[src/rtl/freq_meter_pkg.sv]
// Shared constants for the frequency-meter counting core.
package freq_meter_pkg;

  localparam int BCD_W = 4;
  localparam logic MODE_FREQ = 1'b0;
  localparam logic MODE_PERIOD = 1'b1;

  // Select-bus width for n reference inputs; never narrower than one bit.
  function automatic int tsel_w(input int n);
    int w;
    w = 0;
    while ((1 << w) < n) w++;
    return (w < 1) ? 1 : w;
  endfunction

endpackage

[src/rtl/bcd_digit.sv]
// One BCD decade: counts 0..9, rolls over with a carry to the next decade.
module bcd_digit
  import freq_meter_pkg::*;
(
  input  logic             i_clk,
  input  logic             i_rst,
  input  logic             i_inc,
  input  logic             i_clear,
  output logic [BCD_W-1:0] o_digit,
  output logic             o_carry
);

  localparam logic [BCD_W-1:0] DIG_MAX = BCD_W'(9);

  logic [BCD_W-1:0] r_digit;

  always_ff @(posedge i_clk or posedge i_rst) begin
    if (i_rst) begin
      r_digit <= '0;
    end else if (i_clear) begin
      r_digit <= '0;
    end else if (i_inc) begin
      r_digit <= (r_digit == DIG_MAX) ? '0 : r_digit + 1'b1;
    end
  end

  assign o_digit = r_digit;
  assign o_carry = i_inc & (r_digit == DIG_MAX);

endmodule

[src/rtl/bcd_count_core.sv]
// Gated BCD event counter with store register and auto-range hints for the
// frequency meter; CPx is sampled on CP, never used as a clock.
module bcd_count_core
  import freq_meter_pkg::*;
#(
  parameter int DIGITS      = 4,
  parameter int NREF        = 3,
  parameter int SYNC_STAGES = 2,
  localparam int TSEL_W     = tsel_w(NREF)
)(
  input  logic                    CP,
  input  logic                    RST,
  input  logic                    CPx,
  input  logic [NREF-1:0]         ref_tick,
  input  logic [TSEL_W-1:0]       T_sel,
  input  logic                    measure_mode,
  input  logic                    C_Enable,
  input  logic                    C_Store,
  input  logic                    C_Clear,
  output logic [BCD_W*DIGITS-1:0] BCD,
  output logic                    overflow,
  output logic                    range_up,
  output logic                    range_down,
  output logic                    store_valid
);

  logic [SYNC_STAGES-1:0]  r_sync;
  logic                    r_sync_prev;
  logic                    r_cpx_edge;
  logic                    w_ref_sel;
  logic                    w_event;
  logic [DIGITS:0]         w_carry;
  logic [BCD_W*DIGITS-1:0] w_work;
  logic                    r_ovf_work;
  logic [BCD_W*DIGITS-1:0] r_bcd;
  logic                    r_overflow;
  logic                    r_range_up;
  logic                    r_range_down;
  logic                    r_store_valid;

  // Stage: CPx synchroniser and registered rising-edge pulse
  always_ff @(posedge CP or posedge RST) begin
    if (RST) begin
      r_sync      <= '0;
      r_sync_prev <= 1'b0;
      r_cpx_edge  <= 1'b0;
    end else begin
      r_sync      <= {r_sync[SYNC_STAGES-2:0], CPx};
      r_sync_prev <= r_sync[SYNC_STAGES-1];
      r_cpx_edge  <= r_sync[SYNC_STAGES-1] & ~r_sync_prev;
    end
  end

  // Out-of-range selects match no input and leave the event low.
  always_comb begin
    w_ref_sel = 1'b0;
    for (int i = 0; i < NREF; i++) begin
      if (T_sel == TSEL_W'(i)) w_ref_sel = ref_tick[i];
    end
  end

  assign w_event    = (measure_mode == MODE_PERIOD) ? w_ref_sel : r_cpx_edge;
  assign w_carry[0] = w_event & C_Enable & ~C_Clear;

  // Stage: working counter, decades chained through their carries
  for (genvar k = 0; k < DIGITS; k++) begin : g_digit
    bcd_digit u_digit (
      .i_clk   (CP),
      .i_rst   (RST),
      .i_inc   (w_carry[k]),
      .i_clear (C_Clear),
      .o_digit (w_work[k*BCD_W +: BCD_W]),
      .o_carry (w_carry[k+1])
    );
  end

  always_ff @(posedge CP or posedge RST) begin
    if (RST) begin
      r_ovf_work <= 1'b0;
    end else if (C_Clear) begin
      r_ovf_work <= 1'b0;
    end else if (w_carry[DIGITS]) begin
      r_ovf_work <= 1'b1;
    end
  end

  // Stage: store register samples the pre-update working state
  always_ff @(posedge CP or posedge RST) begin
    if (RST) begin
      r_bcd         <= '0;
      r_overflow    <= 1'b0;
      r_range_up    <= 1'b0;
      r_range_down  <= 1'b0;
      r_store_valid <= 1'b0;
    end else begin
      r_store_valid <= C_Store;
      if (C_Store) begin
        r_bcd        <= w_work;
        r_overflow   <= r_ovf_work;
        r_range_up   <= r_ovf_work;
        r_range_down <= ~r_ovf_work & (w_work[BCD_W*DIGITS-1 -: BCD_W] == '0);
      end
    end
  end

  assign BCD         = r_bcd;
  assign overflow    = r_overflow;
  assign range_up    = r_range_up;
  assign range_down  = r_range_down;
  assign store_valid = r_store_valid;

endmodule

[config.mk]
export PLATFORM = sky130hd
export DESIGN_NAME = bcd_count_core
export DESIGN_NICKNAME = d
export VERILOG_FILES = /design/src/rtl/freq_meter_pkg.sv /design/src/rtl/bcd_digit.sv /design/src/rtl/bcd_count_core.sv
export SDC_FILE = /design/constraint.sdc
export NUM_CORES = 1
export LEC_CHECK = 0
export ABC_AREA = 1
export CORE_ASPECT_RATIO = 1.2
export CORE_MARGIN = 8
export CORE_UTILIZATION = 25
export CTS_CLUSTER_SIZE = 30
export DETAILED_ROUTE_END_ITERATION = 6
export HOLD_SLACK_MARGIN = 0.15
export PLACE_DENSITY = 0.48
export SETUP_SLACK_MARGIN = 0.4
export SYNTH_ARGS = -nofsm -noshare
export SYNTH_HDL_FRONTEND = slang
export SYNTH_HIERARCHICAL = 1
export SYNTH_SLANG_ARGS = --single-unit
[constraint.sdc]
create_clock -name CP -period 2.89 [get_ports CP]
set_clock_uncertainty 0.15 [all_clocks]
set_input_delay 0.578 -clock CP [delete_from_list [all_inputs] [get_ports CP]]
set_output_delay 0.578 -clock CP [all_outputs]
set_load 0.05 [all_outputs]
==> impl_metrics.py, run 1 <==
metrics = {
    "synthesis": {
        "syn_area_um2": 2020,
        "synth_nets": 273,
        "ys_seq_area_share_pct": 49.7,
        "yosys.area.top_type_share_pct": 49.7,
        "synthTopCellsByArea": "dfrtp_1 (50%), nand2_1 (15%), inv_1 (6.1%), ha_1 (5.0%), nand3_1 (4.2%)",
        "synthMuxAreaShare_pct": 0,
        "syn-mean-instance-area_um2": 7.97,
        "synth_xor_area_share_pct": 0,
        "yosys.area_share.simple_pct": 31.9,
        "synth.yosys.warnings": 6,
        "synthAdderAreaFrac_pct": 4.97,
        "ys_types": 17,
        "syn_inst": 253,
        "synth_top_cell_by_area": "dfrtp_1",
        "ys_ff_latch": 40,
        "synth_top_family_by_area": "simple AND/OR/NAND/NOR gates",
        "synth_compound_area_share_pct": 3.72,
    },
    "clocking": {
        "clk_pin_slew_worst_paths_ns": 0.08,
        "clock_path_buffers": 2,
        "cts_hold_buf": 0,
        "numCtsBuffers": 5,
        "cts_tree": "done",
        "cts.sinks": 40,
        "postCtsSetupRepairBufs": 0,
        "htree_levels": 2,
        "cts_root_buffer": "clkbuf_8",
        "clk_latency_ns": 0.29,
    },
    "floorplanning": {
        "start_util_pct": 25.3,
        "die_w_um": 98.0,
        "fp.coreArea_um2": 7970,
        "ios": 32,
        "std_cell_rows": 36,
        "die-area_um2": 11200,
        "die_h_um": 114,
    },
    "power_and_ir_drop": {
        "p_total_mw": 1.13,
        "ir_worst_vdd_mv": 0.141,
        "p_per_area_nw_per_um2": 438,
        "p_leak_nw": 1.27,
    },
    "setup_path": {
        "slowest_stage": "clkdlybuf4s50_1",
        "crit_chain": "clkdlybuf4s50_1 -> inv_1 -> nand2_1 -> nand3_1 -> a21oi_2 -> inv_2 -> nor2_4 -> inv_2 -> nor2_4 -> inv_2 -> nor2_2 -> inv_2 -> nand2_2 -> nand2_1 -> nand2_1 -> nand2_1 -> nor2_1",
        "critPathTopFamily": "buffers and inverters",
        "crit_required_ns": 2.97,
        "worstPathArrival_ns": 2.37,
        "critPathMaxStageDelay_ns": 0.50,
        "critical_path_buf_inv_count": 6,
        "crit_path_end_kind": "register",
        "critPathLaunchType": "input port",
        "path_max_fanout": 4,
        "path_class": "input port to register",
    },
    "timing": {
        "slew_viol_final": 0,
        "setup_tns_ns": 0,
        "fmax_ghz": 0.437,
        "tightest_slew_ns": 0.518,
        "slew_headroom_pct": 65.4,
        "rsz0062_at_grt": "false",
        "period_needed_ns": 2.29,
        "finalSetupViolCount": 0,
        "hold_slack_ns": 0.215,
        "fin_crit_sh_pct": 79.2,
        "hold_viol": 0,
    },
    "final_layout": {
        "final_util_pct": 32.3,
        "n_antenna_cell": 0,
        "final_cell_mix": "nand2_1 (82), dfrtp_1 (40), inv_1 (33)",
        "syn_to_final_growth_pct": 27.8,
        "drive_gt1_share_pct": 16.1,
        "num-nets-final": 311,
        "final_common_cell": "nand2_1",
    },
    "run_status": {
        "status": "finished clean",
    },
    "place": {
        "port_buffers": 31,
        "place_congestion": 0.766,
        "dpl.hpwl_um": 3370,
    },
    "global_route": {
        "grt_pass1_vias": 1648,
        "grt_usage_pct": 8.60,
        "grt_pass1_wl_um": 7830,
        "grt_overflow": 0,
        "antenna_found_initial": 0,
        "grt_max_degree": 21,
    },
    "detailed_routing": {
        "drt_iter0_markers": 37,
        "antenna_left": 0,
        "viasPerCell": 4.18,
        "firstDrtPassIters": 6,
        "totalWireLength_um": 4420,
        "drc": 0,
        "vias": 1618,
        "wire_per_inst_um": 11.4,
    },
    "worst_hold_path": {
        "hold_class": "register to register",
    },
    "run": {
        "cap_violations": 0,
    },
}
-- worst register-to-register path: cells and delay by family (launching register included) --
family	cells	cell delay, ns
simple gates	9	0.80
flops	1	0.43
buf+inv	4	0.28
fa+ha+maj	1	0.20
-- what timing repair did --
action | 4_1_cts | 5_1_grt
cloned | 0 | 0
gates resized for setup | 2 | 4
pin swaps | 0 | 1
setup endpoints to repair | 4 | 5
-- synth_stat cells (all sizes together) --
master  count
a21oi       1
buf         5
dfrtp      40
ha          8
inv        42
nand2      90
nand3      21
nand4       5
nor2       27
o21ai      14
-- state kept, by name, summed over array words and instances (netlist names) --
register	count
range_down	1
r_sync	2
r_ovf_work	1
BCD	16
r_cpx_edge	1
range_up	1
r_sync_prev	1
g_digit.u_digit/o_digit	16
store_valid	1
-- logic make-up (layout without fill, tap and decap cells) --
family,after synthesis,count (layout)
simple gates,143,143
buf+inv,47,86
flops,40,40
compound gates,15,15
fa+ha+maj,8,8
-- metal layers --
metal,up-vias,track usage [%],share of wire (%)
met5,-,0,0
met1,748,9.52,44
met4,0,4.06,1.7
li1,841,-,-
met2,24,15.3,51
met3,5,1.95,3.6
-- path summary, 6_finish.rpt --
path / slack, ns / endpoint / startpoint / cells after the start
setup / recovery: 0.60 / g_digit[3].u_digit/o_digit[2] / T_sel[0] / 17
hold reg to reg: 0.21 / r_sync[1] / r_sync[0] / 0
min in group asynchronous: 0.49 / g_digit[2].u_digit/o_digit[0] / RST / 2
setup reg to reg: 0.96 / g_digit[3].u_digit/o_digit[2] / g_digit[0].u_digit/o_digit[1] / 14
hold / removal: 0.21 / r_sync[1] / r_sync[0] / 0
max in group asynchronous: 1.45 / r_sync[0] / RST / 3
-- per-stage QoR --
stage                     cells  area [µm²]  setup WS [ns]
after floorplan             253        2020          0.751
after global placement      379        2440         0.0845
after detailed placement    379        2440         0.0303
after CTS                   387        2560          0.439
after global routing        387        2580          0.406
final                       387        2580          0.602
-- report_power, final --
part	total, mW	switching, mW	internal, mW	leakage, nW
combinational	0.0969	0.0626	0.0343	0.672
sequential	0.571	0.00466	0.567	0.543
clock	0.459	0.204	0.256	0.0541
total	1.13	0.271	0.857	1.27
-- cell type report --
type	count	area, µm²
Clock inverter	3	42.5
Multi-Input combinational cell	166	840
Timing Repair Buffer	36	348
Clock buffer	5	68.8
Sequential cell	40	1000
Inverter	42	158
Fill cell	840	5400
Tap cell	95	119
(Power assumes the default switching activity.)
==> inputs of run 2 (changes only) <==
Clock period 2.89 ns to 2.15 ns, I/O delays scaled along.
==> impl_metrics.py, run 2 (same netlist as run 1, synthesis figures left out) <==
metrics = {
    "run_status": {
        "status": "finished clean",
    },
    "detailed_routing": {
        "firstDrtPassIters": 4,
        "vias": 1631,
        "totalWireLength_um": 4560,
        "wire_per_inst_um": 11.5,
        "drt_iter0_markers": 39,
        "viasPerCell": 4.12,
        "antenna_left": 0,
        "drc": 0,
    },
    "setup_path": {
        "slowest_stage": "clkdlybuf4s15_1",
        "worstPathArrival_ns": 1.77,
        "reg2reg_depth": 13,
        "r2r_slack_ns": 0.45,
        "reg2reg_to": "g_digit[3].u_digit/o_digit[2]",
        "worst_path_most_repeated_cell": "inv_2",
        "crit_path_end_kind": "register",
        "path_class": "input port to register",
        "critPathMaxStageDelay_ns": 0.19,
        "rr_startpoint": "g_digit[0].u_digit/o_digit[1]",
        "path_max_fanout": 4,
        "crit_required_ns": 2.18,
        "crit_chain": "clkdlybuf4s15_1 -> nand2_1 -> nor2_2 -> nor2_2 -> a21oi_4 -> inv_2 -> nor2_4 -> inv_2 -> nor2_4 -> inv_2 -> nor2_4 -> inv_2 -> nand2_4 -> nand3_1 -> nand2_1 -> nor2_1",
        "critPathLaunchType": "input port",
    },
    "final_layout": {
        "drive_gt1_share_pct": 28.6,
        "num-nets-final": 320,
        "n_fill_cell": 829,
        "n_antenna_cell": 0,
        "multi_input_area_um2": 918,
        "final_cell_mix": "nand2_1 (80), dfrtp_1 (39), inv_1 (32)",
        "final_common_cell": "nand2_1",
        "seqCellArea_um2": 1000,
        "syn_to_final_growth_pct": 31.5,
    },
    "timing": {
        "finalSetupViolCount": 0,
        "period_needed_ns": 1.74,
        "hold_viol": 0,
        "slew_headroom_pct": 67.8,
        "slew_viol_final": 0,
        "fmax_ghz": 0.574,
        "layout_setup_ws_ns": 0.408,
        "rsz0062_at_grt": "true",
        "tightest_slew_ns": 0.485,
        "fin_crit_sh_pct": 81.0,
    },
    "run": {
        "cap_violations": 0,
    },
    "worst_hold_path": {
        "hold_class": "register to register",
        "whs_path_depth": 0,
        "worst_hold_path.endpoint": "r_sync[1]",
        "worstHoldStart": "r_sync[0]",
    },
    "clocking": {
        "cts_tree": "done",
        "clk_pin_slew_worst_paths_ns": 0.08,
        "htree_levels": 2,
        "clk_latency_ns": 0.29,
        "cts.sinks": 40,
        "numCtsBuffers": 5,
        "clock_path_buffers": 2,
        "cts_root_buffer": "clkbuf_8",
    },
    "global_route": {
        "grt_overflow": 0,
        "grt_usage_pct": 8.83,
        "grt.met1_usage_pct": 9.26,
        "gr-usage-met2_pct": 16.1,
        "grt_pass1_wl_um": 8000,
        "antenna_found_initial": 0,
        "grtUsageMet3_pct": 2.74,
        "grt.busiest_layer": "met2",
        "grt_pass1_vias": 1737,
        "grt_max_degree": 21,
    },
    "power_and_ir_drop": {
        "p_leak_nw": 1.35,
        "p_total_mw": 1.42,
        "p_switching_mw": 0.352,
        "pwr-share-clk_pct": 36.3,
        "p_int_mw": 1.07,
        "p_sw_share_pct": 24.8,
        "p_comb_share_pct": 9.6,
        "p_seq_share_pct": 54.1,
        "p_per_area_nw_per_um2": 537,
        "ir_worst_vdd_mv": 0.219,
    },
    "floorplanning": {
        "std_cell_rows": 36,
        "die_h_um": 114,
        "die-area_um2": 11200,
        "ios": 32,
        "fp.coreArea_um2": 7970,
        "start_util_pct": 25.3,
        "die_w_um": 98.0,
    },
    "place": {
        "dp_slack_ns": -0.289,
        "place_congestion": 0.803,
        "port_buffers": 31,
        "dpl.hpwl_um": 3420,
    },
}
[run 2: cell types whose count changed in the layout (fill, tap and decap cells not counted), moves of 3 or more]
cell             delta
nor2_1              -4
clkbuf_2            +8
nand2_4             +3
clkdlybuf4s15_1     +4
buf_4              +15
clkdlybuf4s15_2     +6
nor2_4              +3
clkdlybuf4s50_1    -28
dlygate4sd2_1       +4
[run 2: repair_timing]
| action | in CTS | in global routing |
|---|---|---|
| resized for setup | 52 | 24 |
| gates cloned | 0 | 0 |
| setup buffers | 4 | 2 |
| setup endpoints to repair | 28 | 22 |
| hold buffers | 0 | 0 |
| pin swaps | 19 | 15 |
[run 2: through the flow]
step           hold WS, ns  cell area, µm²  TNS [ns]  cells  util, %
6_report             0.200            2650         0    396     33.2
5_1_grt              0.214            2650         0    396     33.2
4_1_cts              0.203            2620         0    394     32.8
3_5_place_dp         0.186            2460     -2.21    382     30.9
3_3_place_gp         0.185            2460     -1.51    382     30.9
2_1_floorplan       0.0461            2030         0    253        -
[run 2: critical path, delay by kind of cell]
| kind | cells | cell delay [ns] |
|---|---|---|
| AND/OR/NAND/NOR | 10 | 0.74 |
| buffers and inverters | 5 | 0.44 |
| AO/OA/AOI/OAI | 1 | 0.16 |
[run 2: power groups by stage]
stage	clock (mW)	combinational, mW	sequential [mW]
floorplan	0	0.0617	0.801
global placement	0	0.136	0.783
detailed placement	0	0.136	0.784
CTS	0.543	0.135	0.769
global route	0.569	0.151	0.771
finish	0.517	0.137	0.769
[run 2: cell type report]
cell class,count,share of cell area [%]
Timing Repair Buffer,45,13.7
Multi-Input combinational cell,166,34.7
Sequential cell,40,37.8
Tap cell,95,4.49
Inverter,42,5.95
Clock buffer,8,3.40
[run 2: how the worst max path moves through the flow]
stage	startpoint	end	slack, ns
final	T_sel[1]	g_digit[3].u_digit/o_digit[2]	0.41
after detailed placement	T_sel[1]	g_digit[3].u_digit/o_digit[2]	-0.29
after global routing	r_cpx_edge	g_digit[3].u_digit/o_digit[2]	0.23
after CTS	r_cpx_edge	g_digit[3].u_digit/o_digit[2]	0.31
after floorplan	T_sel[1]	g_digit[3].u_digit/o_digit[2]	0.36
after global placement	T_sel[1]	g_digit[3].u_digit/o_digit[2]	-0.20
[run 2: metal layers]
| layer | part of all wire, % | vias up |
|---|---|---|
| met5 | 0 | - |
| li1 | - | 860 |
| met1 | 43 | 746 |
| met2 | 51 | 20 |
| met4 | 1.5 | 0 |
| met3 | 4.5 | 5 |
==> inputs of run 3 (changes only) <==
Clock period 2.15 ns to 1.7 ns, I/O delays scaled along.
==> impl_metrics.py, run 3 (same netlist as run 1, synthesis figures left out) <==
metrics = {
    "floorplanning": {
        "die_w_um": 98.0,
        "die_h_um": 114,
        "ios": 32,
        "die-area_um2": 11200,
        "start_util_pct": 25.3,
        "fp.coreArea_um2": 7970,
        "std_cell_rows": 36,
    },
    "setup_path": {
        "crit_path_end_kind": "register",
        "path_class": "register to register",
        "crit_required_ns": 1.78,
        "startpoint": "r_cpx_edge",
        "reg2reg_depth": 16,
        "path_max_fanout": 4,
        "worstPathArrival_ns": 1.78,
        "rr_startpoint": "r_cpx_edge",
        "critPathLaunchType": "register",
    },
    "timing": {
        "slew_viol_final": 0,
        "layout_setup_ws_ns": -0.00683,
        "hold_slack_ns": 0.202,
        "setup_tns_ns": -0.00683,
        "fmax_ghz": 0.586,
        "period_needed_ns": 1.71,
        "slew_headroom_pct": 82.3,
        "fin_crit_sh_pct": 100,
        "rsz0062_at_grt": "true",
        "tightest_slew_ns": 0.265,
        "finalSetupViolCount": 1,
        "hold_viol": 0,
    },
    "place": {
        "dp_slack_ns": -0.613,
        "port_buffers": 31,
        "place_congestion": 0.780,
        "dpl.hpwl_um": 3530,
    },
    "detailed_routing": {
        "wire_per_inst_um": 11.6,
        "drt_iter0_markers": 26,
        "drc": 0,
        "viasPerCell": 4.17,
        "antenna_left": 0,
        "vias": 1727,
        "totalWireLength_um": 4800,
        "firstDrtPassIters": 4,
    },
    "run": {
        "cap_violations": 0,
    },
    "run_status": {
        "status": "complete, but fails checks",
        "violations": "negative setup slack",
    },
    "power_and_ir_drop": {
        "p_int_mw": 1.43,
        "p_total_mw": 1.89,
        "ir_worst_vdd_mv": 0.220,
        "p_seq_share_pct": 51.7,
        "pwr-share-clk_pct": 36.6,
        "p_leak_nw": 1.55,
        "p_per_area_nw_per_um2": 610,
        "p_sw_share_pct": 24.0,
        "p_switching_mw": 0.453,
        "p_comb_share_pct": 11.7,
    },
    "global_route": {
        "grt_max_degree": 21,
        "grt_usage_pct": 9.22,
        "grt_pass1_vias": 1739,
        "antenna_found_initial": 0,
        "grt_pass1_wl_um": 8270,
        "grt_overflow": 0,
    },
    "final_layout": {
        "final_common_cell": "nand2_1",
        "num-nets-final": 338,
        "final_cell_mix": "nand2_1 (78), dfrtp_1 (39), inv_1 (33)",
        "n_antenna_cell": 0,
        "drive_gt1_share_pct": 33.2,
        "final_util_pct": 38.8,
        "syn_to_final_growth_pct": 53.4,
    },
    "worst_hold_path": {
        "whs_path_depth": 0,
        "worstHoldStart": "r_sync[0]",
        "hold_class": "register to register",
    },
    "clocking": {
        "clk_latency_ns": 0.29,
        "clk_pin_slew_worst_paths_ns": 0.08,
        "htree_levels": 2,
        "cts_root_buffer": "clkbuf_8",
        "clock_path_buffers": 2,
        "cts.sinks": 40,
        "cts_tree": "done",
        "cts_hold_buf": 0,
        "numCtsBuffers": 5,
    },
}
run 3: worst max-delay path, stage by stage, from the launching register on:
cell and delay [ns]:
dfrtp_1 0.34, nor2_1 0.05, nor2_1 0.09, nand2_1 0.06, a21oi_2 0.15, inv_2 0.07, nor2_4 0.09, inv_2 0.06
nor2_4 0.09, inv_2 0.06, nor2_4 0.09, inv_2 0.06, nand2_4 0.07, nand2_2 0.04, nand2_1 0.05, nand2_1 0.05
nor2_1 0.08
run 3: area by class of cell:
| cell class | count | area, µm² |
|---|---|---|
| Clock buffer | 8 | 100 |
| Fill cell | 803 | 4880 |
| Inverter | 42 | 160 |
| Multi-Input combinational cell | 166 | 937 |
| Sequential cell | 40 | 1000 |
| Tap cell | 95 | 119 |
| Timing Repair Buffer | 63 | 774 |
run 3: what timing repair did:
item	in CTS	in global routing
gates resized for setup	22	20
pin swaps	19	23
setup buffers	10	4
endpoints found under the setup margin	37	41
run 3: through the flow:
| step | cell area (µm²) | cells |
|---|---|---|
| global placement | 2760 | 392 |
| finish | 3090 | 414 |
| CTS | 2980 | 410 |
| floorplan | 2030 | 253 |
| detailed placement | 2760 | 392 |
| global route | 3090 | 414 |
run 3: routing by layer:
layer	share of wire, %	up-vias	routed length, µm	track usage [%]
li1	-	901	-	-
met1	46	800	2220	10.9
met2	49	19	2360	15.5
met3	3.0	7	144	2.62
met4	1.5	0	73	3.44
met5	0	-	0	0
run 3: power groups by stage:
stage,Clock [mW],Sequential (mW),Combinational (mW)
6_report,0.689,0.975,0.221
5_1_grt,0.767,0.978,0.243
4_1_cts,0.732,0.975,0.213
3_5_place_dp,0,0.994,0.200
3_3_place_gp,0,0.994,0.199
2_1_floorplan,0,1.01,0.0782
run 3: path summary, 6_finish.rpt:
check | endpoint | slack [ns]
min reg2reg | r_sync[1] | 0.20
min | r_sync[1] | 0.20
min in group asynchronous | g_digit[2].u_digit/o_digit[0] | 0.27
max in group asynchronous | range_up | 0.75
max | g_digit[3].u_digit/o_digit[2] | -0.007
max reg2reg | g_digit[3].u_digit/o_digit[2] | -0.007
